--- src/rtl/race_scheduler.sv ---
// race_scheduler: shares one timed track between N_RACERS racers.
// Requests are arbitrated round-robin, one racer at a time receives a
// one-hot start, and each run is timed from start to done. A one-cycle
// result record is produced when a run ends.
//
// Optional feature: define RACE_TIMEOUT_EN to abort runs that reach
// TIMEOUT cycles without done. Without it a run waits indefinitely and
// result_timeout is constant 0.
//
// Handshake: a racer holds ready[i] to request the track. The scheduler
// raises start[i] (at most one bit) to grant it. The racer raises done[i]
// to end its run. After that it must lower both done[i] and ready[i]
// before the track is offered again.
module race_scheduler #(
    parameter int N_RACERS = 4,
    parameter int TIME_W   = 16,
    parameter int TIMEOUT  = 1000,
    localparam int ID_W    = (N_RACERS > 1) ? $clog2(N_RACERS) : 1
) (
    input  logic                clk,
    input  logic                rst_l,
    input  logic [N_RACERS-1:0] ready,
    input  logic [N_RACERS-1:0] done,
    output logic [N_RACERS-1:0] start,
    output logic                busy,
    output logic [ID_W-1:0]     grant_id,
    output logic                result_valid,
    output logic [ID_W-1:0]     result_id,
    output logic [TIME_W-1:0]   result_time,
    output logic                result_timeout,
    output logic [1:0]          state_dbg
);

    typedef enum logic [1:0] {
        S_IDLE = 2'd0,
        S_RUN  = 2'd1,
        S_COOL = 2'd2
    } state_t;

    state_t                state_q;
    logic [N_RACERS-1:0]   start_q;
    logic                  busy_q;
    logic [ID_W-1:0]       grant_id_q;
    logic [ID_W-1:0]       rr_ptr_q;
    logic [TIME_W-1:0]     timer_q;
    logic                  result_valid_q;
    logic [ID_W-1:0]       result_id_q;
    logic [TIME_W-1:0]     result_time_q;
    logic                  result_timeout_q;

    logic                  sel_found;
    logic [ID_W-1:0]       sel_id;
    logic [ID_W-1:0]       cand;
    logic [N_RACERS-1:0]   sel_onehot;
    logic [ID_W-1:0]       rr_next;
    logic                  done_cur;
    logic                  ready_cur;

`ifdef RACE_TIMEOUT_EN
    localparam logic [TIME_W-1:0] TIMEOUT_LAST = TIME_W'(TIMEOUT - 1);
    localparam logic [TIME_W-1:0] TIMEOUT_VAL  = TIME_W'(TIMEOUT);
`else
    // TIMEOUT has no effect when the abort logic is not built.
    logic [31:0] timeout_unused;
    assign timeout_unused = 32'(TIMEOUT);
`endif

    // Only the granted racer's handshake bits matter while it owns the track.
    assign done_cur  = done[grant_id_q];
    assign ready_cur = ready[grant_id_q];

    // Pointer moves past the racer that just finished so it has lowest priority.
    assign rr_next = (grant_id_q == ID_W'(N_RACERS - 1)) ? '0 : grant_id_q + 1'b1;

    // Round-robin pick: first ready bit scanning upward from rr_ptr, wrapping.
    always_comb begin
        sel_found  = 1'b0;
        sel_id     = '0;
        cand       = '0;
        for (int i = 0; i < N_RACERS; i++) begin
            cand = ID_W'((int'(rr_ptr_q) + i) % N_RACERS);
            if (!sel_found && ready[cand]) begin
                sel_found = 1'b1;
                sel_id    = cand;
            end
        end
        sel_onehot = {{(N_RACERS-1){1'b0}}, 1'b1} << sel_id;
    end

    // Scheduler FSM with all outputs registered.
    always_ff @(posedge clk or negedge rst_l) begin
        if (!rst_l) begin
            state_q          <= S_IDLE;
            start_q          <= '0;
            busy_q           <= 1'b0;
            grant_id_q       <= '0;
            rr_ptr_q         <= '0;
            timer_q          <= '0;
            result_valid_q   <= 1'b0;
            result_id_q      <= '0;
            result_time_q    <= '0;
            result_timeout_q <= 1'b0;
        end else begin
            result_valid_q <= 1'b0;
            case (state_q)
                S_IDLE: begin
                    if (sel_found) begin
                        state_q    <= S_RUN;
                        start_q    <= sel_onehot;
                        grant_id_q <= sel_id;
                        timer_q    <= '0;
                        busy_q     <= 1'b1;
                    end
                end
                S_RUN: begin
                    if (done_cur) begin
                        // done wins over a same-edge timeout
                        state_q          <= S_COOL;
                        start_q          <= '0;
                        result_valid_q   <= 1'b1;
                        result_id_q      <= grant_id_q;
                        result_time_q    <= timer_q;
                        result_timeout_q <= 1'b0;
                        rr_ptr_q         <= rr_next;
                    end
`ifdef RACE_TIMEOUT_EN
                    else if (timer_q == TIMEOUT_LAST) begin
                        state_q          <= S_COOL;
                        start_q          <= '0;
                        result_valid_q   <= 1'b1;
                        result_id_q      <= grant_id_q;
                        result_time_q    <= TIMEOUT_VAL;
                        result_timeout_q <= 1'b1;
                        rr_ptr_q         <= rr_next;
                    end
`endif
                    else if (timer_q != '1) begin
                        timer_q <= timer_q + 1'b1;
                    end
                end
                S_COOL: begin
                    // Wait for the finished racer to release both handshake bits.
                    if (!done_cur && !ready_cur) begin
                        state_q <= S_IDLE;
                        busy_q  <= 1'b0;
                    end
                end
                default: begin
                    state_q <= S_IDLE;
                    start_q <= '0;
                    busy_q  <= 1'b0;
                end
            endcase
        end
    end

    assign start          = start_q;
    assign busy           = busy_q;
    assign grant_id       = grant_id_q;
    assign result_valid   = result_valid_q;
    assign result_id      = result_id_q;
    assign result_time    = result_time_q;
    assign result_timeout = result_timeout_q;
    assign state_dbg      = state_q;

endmodule

--- config.mk ---
export PLATFORM = sky130hd
export DESIGN_NAME = race_scheduler
export DESIGN_NICKNAME = d
export VERILOG_FILES = /design/src/rtl/race_scheduler.sv
export SDC_FILE = /design/constraint.sdc
export NUM_CORES = 1
export LEC_CHECK = 0
export ABC_AREA = 1
export CAP_MARGIN = 20
export CORE_MARGIN = 3
export CORE_UTILIZATION = 52
export DETAILED_ROUTE_END_ITERATION = 6
export PLACE_DENSITY = 0.86
export SKIP_CTS_REPAIR_TIMING = 1
export SYNTH_ARGS = -nofsm -noshare
export SYNTH_HDL_FRONTEND = slang
export SYNTH_SLANG_ARGS = --single-unit
--- constraint.sdc ---
create_clock -name clk -period 3.7 [get_ports clk]
set_input_delay 0.74 -clock clk [delete_from_list [all_inputs] [get_ports clk]]
set_output_delay 0.74 -clock clk [all_outputs]
set_load 0.005 [all_outputs]
---- After elaboration in Yosys (flattened, before gate mapping) ----
Cells that the tools add are included.
word-level totals
  register bits ........................... 46
  input bits .............................. 10
  output and inout bits ................... 29
  word-level logic and storage cells ...... 85
cells by class
  add/sub/neg operators ................... 5
  magnitude comparators ................... 5
  equality and inequality tests ........... 9
  shift-type cells ........................ 1
  multiplexer cells ....................... 37
  bitwise gates (word level) .............. 2
  reductions and logical operators ........ 17
operators by type and width
  operator                                                    count
  two-way mux 16 bit                                          3
  one-hot mux 16 bit (2 select lines)                         1
  adder 16 x 1 -> 16 bit, second input constant               1
  two-way mux 2 bit                                           8
  != test 16 bit, second input constant                       1
  less-than comparator 2 x 3 -> 1 bit, second input constant  5
  two-way mux 1 bit                                           14
  binary-select mux 1 bit (select 2 bit)                      6
  one-hot mux 4 bit (3 select lines)                          1
  != test 2 bit, second input constant                        5
  AND reduction 3 bit                                         3
  two-way mux 4 bit                                           2
  one-hot mux 2 bit (3 select lines)                          1
  logical NOT 1 bit                                           5
  adder 2 x 1 -> 2 bit, second input constant                 2
  adder 2 bit, second input constant                          2
  == test 2 bit, second input constant                        2
  logical AND 1 bit                                           4
  AND reduction 2 bit                                         2
  AND reduction 4 bit                                         1
  left shift 1 x 2 -> 4 bit, first input constant             1
  one-hot mux 1 bit (3 select lines)                          1
  == test 2 x 1 -> 1 bit, second input constant               1
  logical NOT 2 bit                                           1
  other kinds (2)                                             3

---- Longest topological paths before layout ----
Gate-level depths: netlist of run 1.
  depth after elaboration ................. 15
  gate-level depth with buffers ........... 13
  mapped depth without buffers ............ 12

---- Least setup slack after synthesis of run 1 ----
OpenSTA, ideal clock, no wires.
  path kind ............................... input-to-reg
  from .................................... in ready[1]
  to ...................................... reg timer_q[10]
  library setup time ...................... 0.117 ns
  arrival ................................. 1.670 ns
  data required time ...................... 3.583 ns
  setup slack ............................. 1.913 ns
  stages .................................. 9
  path buffers ............................ 1
  cell sequence ........................... inv_1 > nand2_1 > nand3_1 > nand2_2 > nor2_4 > nand4_4 > buf_2 > nand3_1 > nand2_1
on the way
  word-level cells in the longest chain between the ends .. 14
  elaborated cells between the ends (all ways) .. 20
  classes of those cells .................. eq/ne: 1; mux: 12; reduce/logical: 7
ends and longest elaborated chain
  element                                   RTL line  text
  start: declaration                        22        input logic [N_RACERS-1:0] ready,
  binary-select mux 1 bit (select 2 bit)    82        if (!sel_found && ready[cand]) begin
  two-way mux 1 bit (not written as such)   82
  two-way mux 1 bit                         82
  logical NOT 1 bit                         82
  logical AND 1 bit                         82
  two-way mux 1 bit                         82
  logical NOT 1 bit                         82
  logical AND 1 bit                         82
  two-way mux 1 bit                         82
  logical NOT 1 bit                         82
  logical AND 1 bit                         82
  two-way mux 1 bit (*)                     82
  != test 2 bit (no source line) (*)        -
  AND reduction 4 bit (no source line) (*)  -
  end signal: assignment                    138       timer_q <= timer_q + 1'b1;
  end: declaration                          45        logic [TIME_W-1:0] timer_q;
Mark *: on every way between the ends. The rest lies on a longest branch, timed or not. The select of a mux whose other input is x is not followed.
A chain may end at the register's enable or synchronous reset.

---- Worst setup path after layout of run 1 ----
  from .................................... in done[1]
  to ...................................... reg timer_q[11]
on the way
  word-level cells in the longest chain between the ends .. 4
ends and longest elaborated chain
  element                                  RTL line  text
  start: declaration                       23        input logic [N_RACERS-1:0] done,
  binary-select mux 1 bit (select 2 bit)   69        assign done_cur = done[grant_id_q];
  two-way mux 1 bit (not written as such)  69
  != test 2 bit (no source line)           -
  AND reduction 4 bit (no source line)     -
No other way between the ends. The select of a mux whose other input is x is not followed.

==> results by group, run 1 <==
Floorplanning
  – DIE AREA: about 0.0059 mm2
  – Top-Level Pins: 39
  – Die H: between 70 and 80 um
  – Core area: ~0.0048 mm2
  – Row Count: 25
  – Die width: between 70 and 80 um
  – Starting Density: 54.4%

Yosys
  – Netlist cell types: 33
  – Mapped Nets: approximately 370
  – Post-Syn Area: 0.00260 mm2
  – Synthesized instance count: approximately 360
  – Sequential fraction of the synthesis area: between 40 and 50%
  – Synthesized flop and latch total: 46
  – Syn. warnings: 0
  – Syn avg cell area: between 7 and 8 um2

Worst setup path
  – Cells along the critical path: clkdlybuf4s50_1 -> nand2_1 -> nand3_1 -> nand3_2 -> nand2_1 -> a21oi_4 -> nand2_4 -> nand2_1 -> nand2_1
  – Max incr delay on CP: about 0.42 ns
  – Worst path most repeated cell: nand2_1
  – Critical Path RT: slightly below 4 ns
  – Worst setup EP type: flip-flop
  – Crit Path Category: input pin to flip-flop
  – Max FO, Critical Path: 30
  – CP max stage cell: a21oi_4
  – CP Data Arrival Time: roughly 2.7 ns
  – Critical Path Start Type: input pin

Route
  – Post-route DRC: 0
  – Via density per instance: 5.25
  – Initial DRC Count: between 200 and 250
  – DR vias: about 2,400
  – First-pass DRT Iterations: 5
  – Average wire per standard cell: between 10 and 15 um
  – Final WL: between 5000 and 6000 um
  – Final ANT Viol Nets: 0

Clock tree
  – Clk sinks: between 40 and 50
  – CTS buffer count: 5
  – Clock-pin slew on the worst setup and hold paths: about 0.080 ns
  – Clk_lat worst skew: 0.30 ns
  – Bufs on Longest Clock Path: 2
  – Root Driver: clkbuf_8
  – H-tree Lvls: 2
  – CTS tree: built

Pwr
  – Leak: about 0.0015 uW
  – Clock power share: around 18%
  – Switching power: between 800 and 900 uW
  – Power share of the sequential group: 34.6%
  – Peak supply drop: 469 uV
  – Pwr/cell area: about 650 mW/mm2
  – Switching Share: roughly 44%
  – Cell internal pwr: approximately 1100 uW
  – Logic pwr share: a little under half

Timing
  – TNS Setup: 0 ns
  – Final setup viols: 0
  – Final period util: ~68%
  – Clock Skews: 0.00970 ns
  – Final min period: between 2 and 3 ns
  – Final Hold Viols: 0
  – Max Slew Vio Count: 0
  – Slew HR: 34.7%
  – Fmax: 397 MHz
  – Worst Hold Margin: 0.485 ns
  – RSZ-0062 raised after global routing: no
  – Worst-Margin Slew: just under 1 ns

Worst hold path
  – Hold crit path type: flip-flop to flip-flop

Place
  – Post-DP HPWL: about 4300 um
  – Port Buffers: 37
  – Final RePlAce weighted congestion: 0.957

Cells and area
  – Fill cell count: 393
  – Number of diodes: 0
  – Most common cell after layout, fill and taps aside: nand2_1
  – Most frequent cells in the layout: nand2_1 (147), dfrtp_1 (46), nor2_1 (37)
  – Final #Nets: 404
  – Final Util: around 64%
  – Share of post-route cells with drive strength above 1: between 6 and 7%
  – Area Growth Syn to Fin: 18.5%

GRT
  – First-pass GRT wire length: 9940 um
  – Global route hottest layer: met2
  – GR Util All Layers: about a fifth
  – Gr ovfl total: 0
  – Initial antenna violation count: 0
  – Largest net degree at the start of global routing: 47
  – GR Util met3: approximately 4.3%
  – Routing usage on met2: about 31%
  – Vias in the first global route: 2,133
  – GRT met1 Usage: 29.9%

Outcome
  – Outcome: complete, no violations

Run
  – Max cap viols: 0
## synth_stat cells, drive strengths merged
master    n  area [um2]
ha        2        25.0
nor3      5        36.3
o21ai    15        78.8
nand3    36         190
buf       9        65.1
clkbuf    2        7.51
inv      26        97.6
or2       1        6.26
xor2      5        43.8
clkinv    1        3.75
dfrtp    46        1150
o21a      1        7.51
conb      1        3.75
nor2     38         150
a21oi     5        36.3
nor4      1        6.26
nand2   154         601
o22ai     1        6.26
nor3b     2        15.0
nand4     4        40.0
xnor2     3        26.3
a31oi     1        6.26
## layer usage
layer,vias to the layer above,share of wire (%),wire [um]
li1,1203,-,-
met1,1103,47,2700
met2,102,45,2590
met3,8,7.1,410
met4,0,1.3,76
met5,-,0,0
## registers in the layout (all words and copies together), names as in the netlist
name / count
rr_ptr_q: 2
state_dbg: 2
result_time: 16
timer_q: 16
busy: 1
result_valid: 1
grant_id: 2
result_id: 2
start: 4
## layout make-up
type                       instances  area [um2]  share of cell area [%]
multi-input combinational        275        1280                    41.4
sequential                        46        1150                    37.3
timing repair buffer              37         365                    11.8
inverter                          27         101                    3.28
tap                               67        83.8                    2.72
clock buffer                       7        76.3                    2.47
clock inverter                     1        30.0                   0.973
## worst max-delay path, delay by kind of cell
| kind | cells | cell delay, ns |
|---|---|---|
| AO/OA/AOI/OAI | 1 | 0.42 |
| buffers and inverters | 1 | 0.39 |
| AND/OR/NAND/NOR | 7 | 1.14 |
## stage by stage
step	setup WS, ns	power (uW)	area (um2)	cells
2_1_floorplan	1.91	1390	2600	359
3_3_place_gp	0.908	1600	2980	452
3_5_place_dp	0.874	1630	2980	452
4_1_cts	1.18	1990	3090	460
5_1_grt	0.991	2150	3090	460
6_report	1.18	1990	3090	460
## path summary, 6_finish.rpt
| path | to | start | slack [ns] | depth (start not counted) |
|---|---|---|---|---|
| worst min register to register | result_time[10] | result_time[10] | 0.49 | 2 |
| min in group asynchronous | timer_q[4] | rst_l | 0.60 | 1 |
| max in group asynchronous | state_dbg[1] | rst_l | 2.50 | 1 |
| worst max-delay path | timer_q[11] | done[1] | 1.18 | 9 |
| worst min-delay path | result_time[10] | result_time[10] | 0.49 | 2 |
| worst max register to register | timer_q[11] | grant_id[0] | 1.36 | 9 |
## power groups by stage
stage	Sequential (uW)	Clock (uW)	Combinational (uW)
floorplan	668	0	721
global placement	694	0	910
CTS	687	364	943
detailed placement	696	0	935
global route	704	390	1050
finish	689	361	942
## kinds of logic after synthesis
logic type,count (synthesis),share of synthesized area (%)
and+or+nand+nor,241,40.1
buffers and inverters,38,6.68
adders and majority gates,2,0.961
DFF,46,44.2
xor gates and xnor gates,8,2.69
other,1,0.144
AOI/OAI and AO/OA,23,5.19
Power figures use the tool's default switching activity.
==> inputs of run 2 (changes only) <==
==> constraint.sdc (replaced) <==
create_clock -name clk -period 2.6 [get_ports clk]
set_input_delay 0.52 -clock clk [delete_from_list [all_inputs] [get_ports clk]]
set_output_delay 0.52 -clock clk [all_outputs]
set_load 0.005 [all_outputs]
==> run 2 against run 1 <==
Effect of this change:
- critical path depth rose by 1
- register-to-register slack worse by 0.75 ns
- combinational power increased by 48%
- via count is 1.3% lower
==> results by group, run 2 (synthesis gave the netlist of run 1 again) <==
Outcome
  – Outcome: complete, no violations

GRT
  – Largest net degree at the start of global routing: 47 (unchanged)
  – First-pass GRT wire length: 9860 um (-0.76%)
  – Gr ovfl total: 0 (unchanged)
  – GR Util All Layers: 20.7% (+0.30 points)
  – Initial antenna violation count: 0 (unchanged)
  – Vias in the first global route: 2,138 (+0.23%)

Worst setup path
  – Worst setup EP type: flip-flop
  – Max incr delay on CP: 0.57 ns (+0.15 ns)
  – Critical Path RT: 2.85 ns (-1.04 ns)
  – Critical Path Start Type: flip-flop
  – Cells along the critical path: inv_2 -> nand2_1 -> nand2_1 -> nand2_2 -> nand2_2 -> nor2_4 -> nand4_4 -> nand2_4 -> nand2_1 -> nand2_1
  – CP Data Arrival Time: 2.24 ns (-0.47 ns)
  – CP max stage cell: dfrtp_1
  – Worst path most repeated cell: nand2_1
  – Crit Path Category: flip-flop to flip-flop
  – Max FO, Critical Path: 18 (-40%)

Route
  – Average wire per standard cell: 12.3 um (-2.2%)
  – DR vias: 2,384 (-1.3%)
  – Final WL: 5690 um (-1.5%)
  – Post-route DRC: 0 (unchanged)
  – Final ANT Viol Nets: 0 (unchanged)
  – Via density per instance: 5.15 (-2.0%)
  – First-pass DRT Iterations: 5 (unchanged)
  – Initial DRC Count: 196 (-13%)

Floorplanning
  – Die width: 76.8 um (unchanged)
  – DIE AREA: 0.00589 mm2 (unchanged)
  – Core area: 0.00479 mm2 (unchanged)
  – Row Count: 25 (unchanged)
  – Die H: 76.8 um (unchanged)
  – Top-Level Pins: 39 (unchanged)
  – Starting Density: 54.4% (unchanged)

Timing
  – Worst Hold Margin: 0.359 ns (-0.126 ns)
  – RSZ-0062 raised after global routing: no
  – Slew HR: 36.0% (+1.3 points)
  – Final Hold Viols: 0 (unchanged)
  – Clock Skews: 0.0141 ns (+0.00440 ns)
  – Max Slew Vio Count: 0 (unchanged)
  – TNS Setup: 0 ns (unchanged)
  – Fmax: 502 MHz
  – Final setup viols: 0 (unchanged)
  – Final min period: ~2.0 ns
  – Worst-Margin Slew: 0.960 ns (-0.0189 ns)
  – Final period util: ~77%

Cells and area
  – Number of diodes: 0 (unchanged)
  – Most frequent cells in the layout: nand2_1 (147), dfrtp_1 (46), nor2_1 (37)
  – Most common cell after layout, fill and taps aside: nand2_1
  – Fill cell count: 428 (+8.9%)
  – Final #Nets: 407 (+0.74%)
  – Reg area: 0.00115 mm2 (unchanged)
  – Share of post-route cells with drive strength above 1: 8.08% (+1.2 points)
  – Area of the multi-input gates: 0.00128 mm2 (unchanged)
  – Area Growth Syn to Fin: 18.9%

Pwr
  – Pwr/cell area: 907 mW/mm2 (+40%)
  – Peak supply drop: 527 uV (+12%)
  – Total Power: 2810 uW (+41%)
  – Leak: 0.00152 uW (+0.39%)

Place
  – Port Buffers: 37 (unchanged)
  – Post-DP HPWL: 4280 um (about the same)
  – Final RePlAce weighted congestion: 0.902 (-5.7%)

Clock tree
  – Clock-pin slew on the worst setup and hold paths: 0.09 ns (about the same)
  – CTS tree: built
  – Clk sinks: 46 (unchanged)
  – Root Driver: clkbuf_8
  – H-tree Lvls: 2 (unchanged)
  – Bufs on Longest Clock Path: 2 (unchanged)
  – Clk_lat worst skew: 0.31 ns (about the same)
  – CTS buffer count: 5 (unchanged)

Run
  – Max cap viols: 0 (unchanged)

Worst hold path
  – Hold crit path type: input pin to async pin
[run 2: metrics by stage]
step	setup slack (ns)	cells	utilization (%)	area, um2
after global placement	0.410	455	62.7	3000
after global routing	0.425	463	64.7	3100
after CTS	0.627	463	64.7	3100
after detailed placement	0.346	455	62.7	3000
final	0.607	463	64.7	3100
after floorplan	0.973	359	-	2600
[run 2: metal layers]
layer	GRT usage (%)	vias to the layer above	part of all wire (%)
li1	-	1200	-
met1	27.8	1082	46
met2	32.8	89	46
met3	3.76	13	5.5
met4	8.88	0	2.2
met5	0	-	0
[run 2: worst max-delay path: cells and delay by family (launching register included)]
| kind | cells | cell delay [ns] |
|---|---|---|
| buf+inv | 1 | 0.18 |
| flops | 1 | 0.57 |
| simple gates | 9 | 1.18 |
[run 2: cell type report]
cell class	count	share of cell area, %
clock buffer	5	2.22
clock inverter	3	0.808
inverter	27	3.27
multi-input combinational	275	41.3
sequential	46	37.2
tap	67	2.71
timing repair buffer	40	12.5
[run 2: worst paths after layout]
| kind | startpoint | to | slack [ns] | cells after the start |
|---|---|---|---|---|
| max | rr_ptr_q[0] | timer_q[15] | 0.61 | 10 |
| min | rst_l | result_time[2] | 0.36 | 1 |
| max reg2reg | rr_ptr_q[0] | timer_q[15] | 0.61 | 10 |
| min reg2reg | result_time[11] | result_time[11] | 0.48 | 2 |
| max in group asynchronous | rst_l | start[0] | 1.64 | 1 |
| min in group clk | result_time[11] | result_time[11] | 0.48 | 2 |
[run 2: power by group]
part           leakage (uW)  internal [uW]  total [uW]  switching, uW
Sequential         0.000620            836         966            130
Clock             0.0000447            194         447            253
Combinational      0.000854            498        1390            896
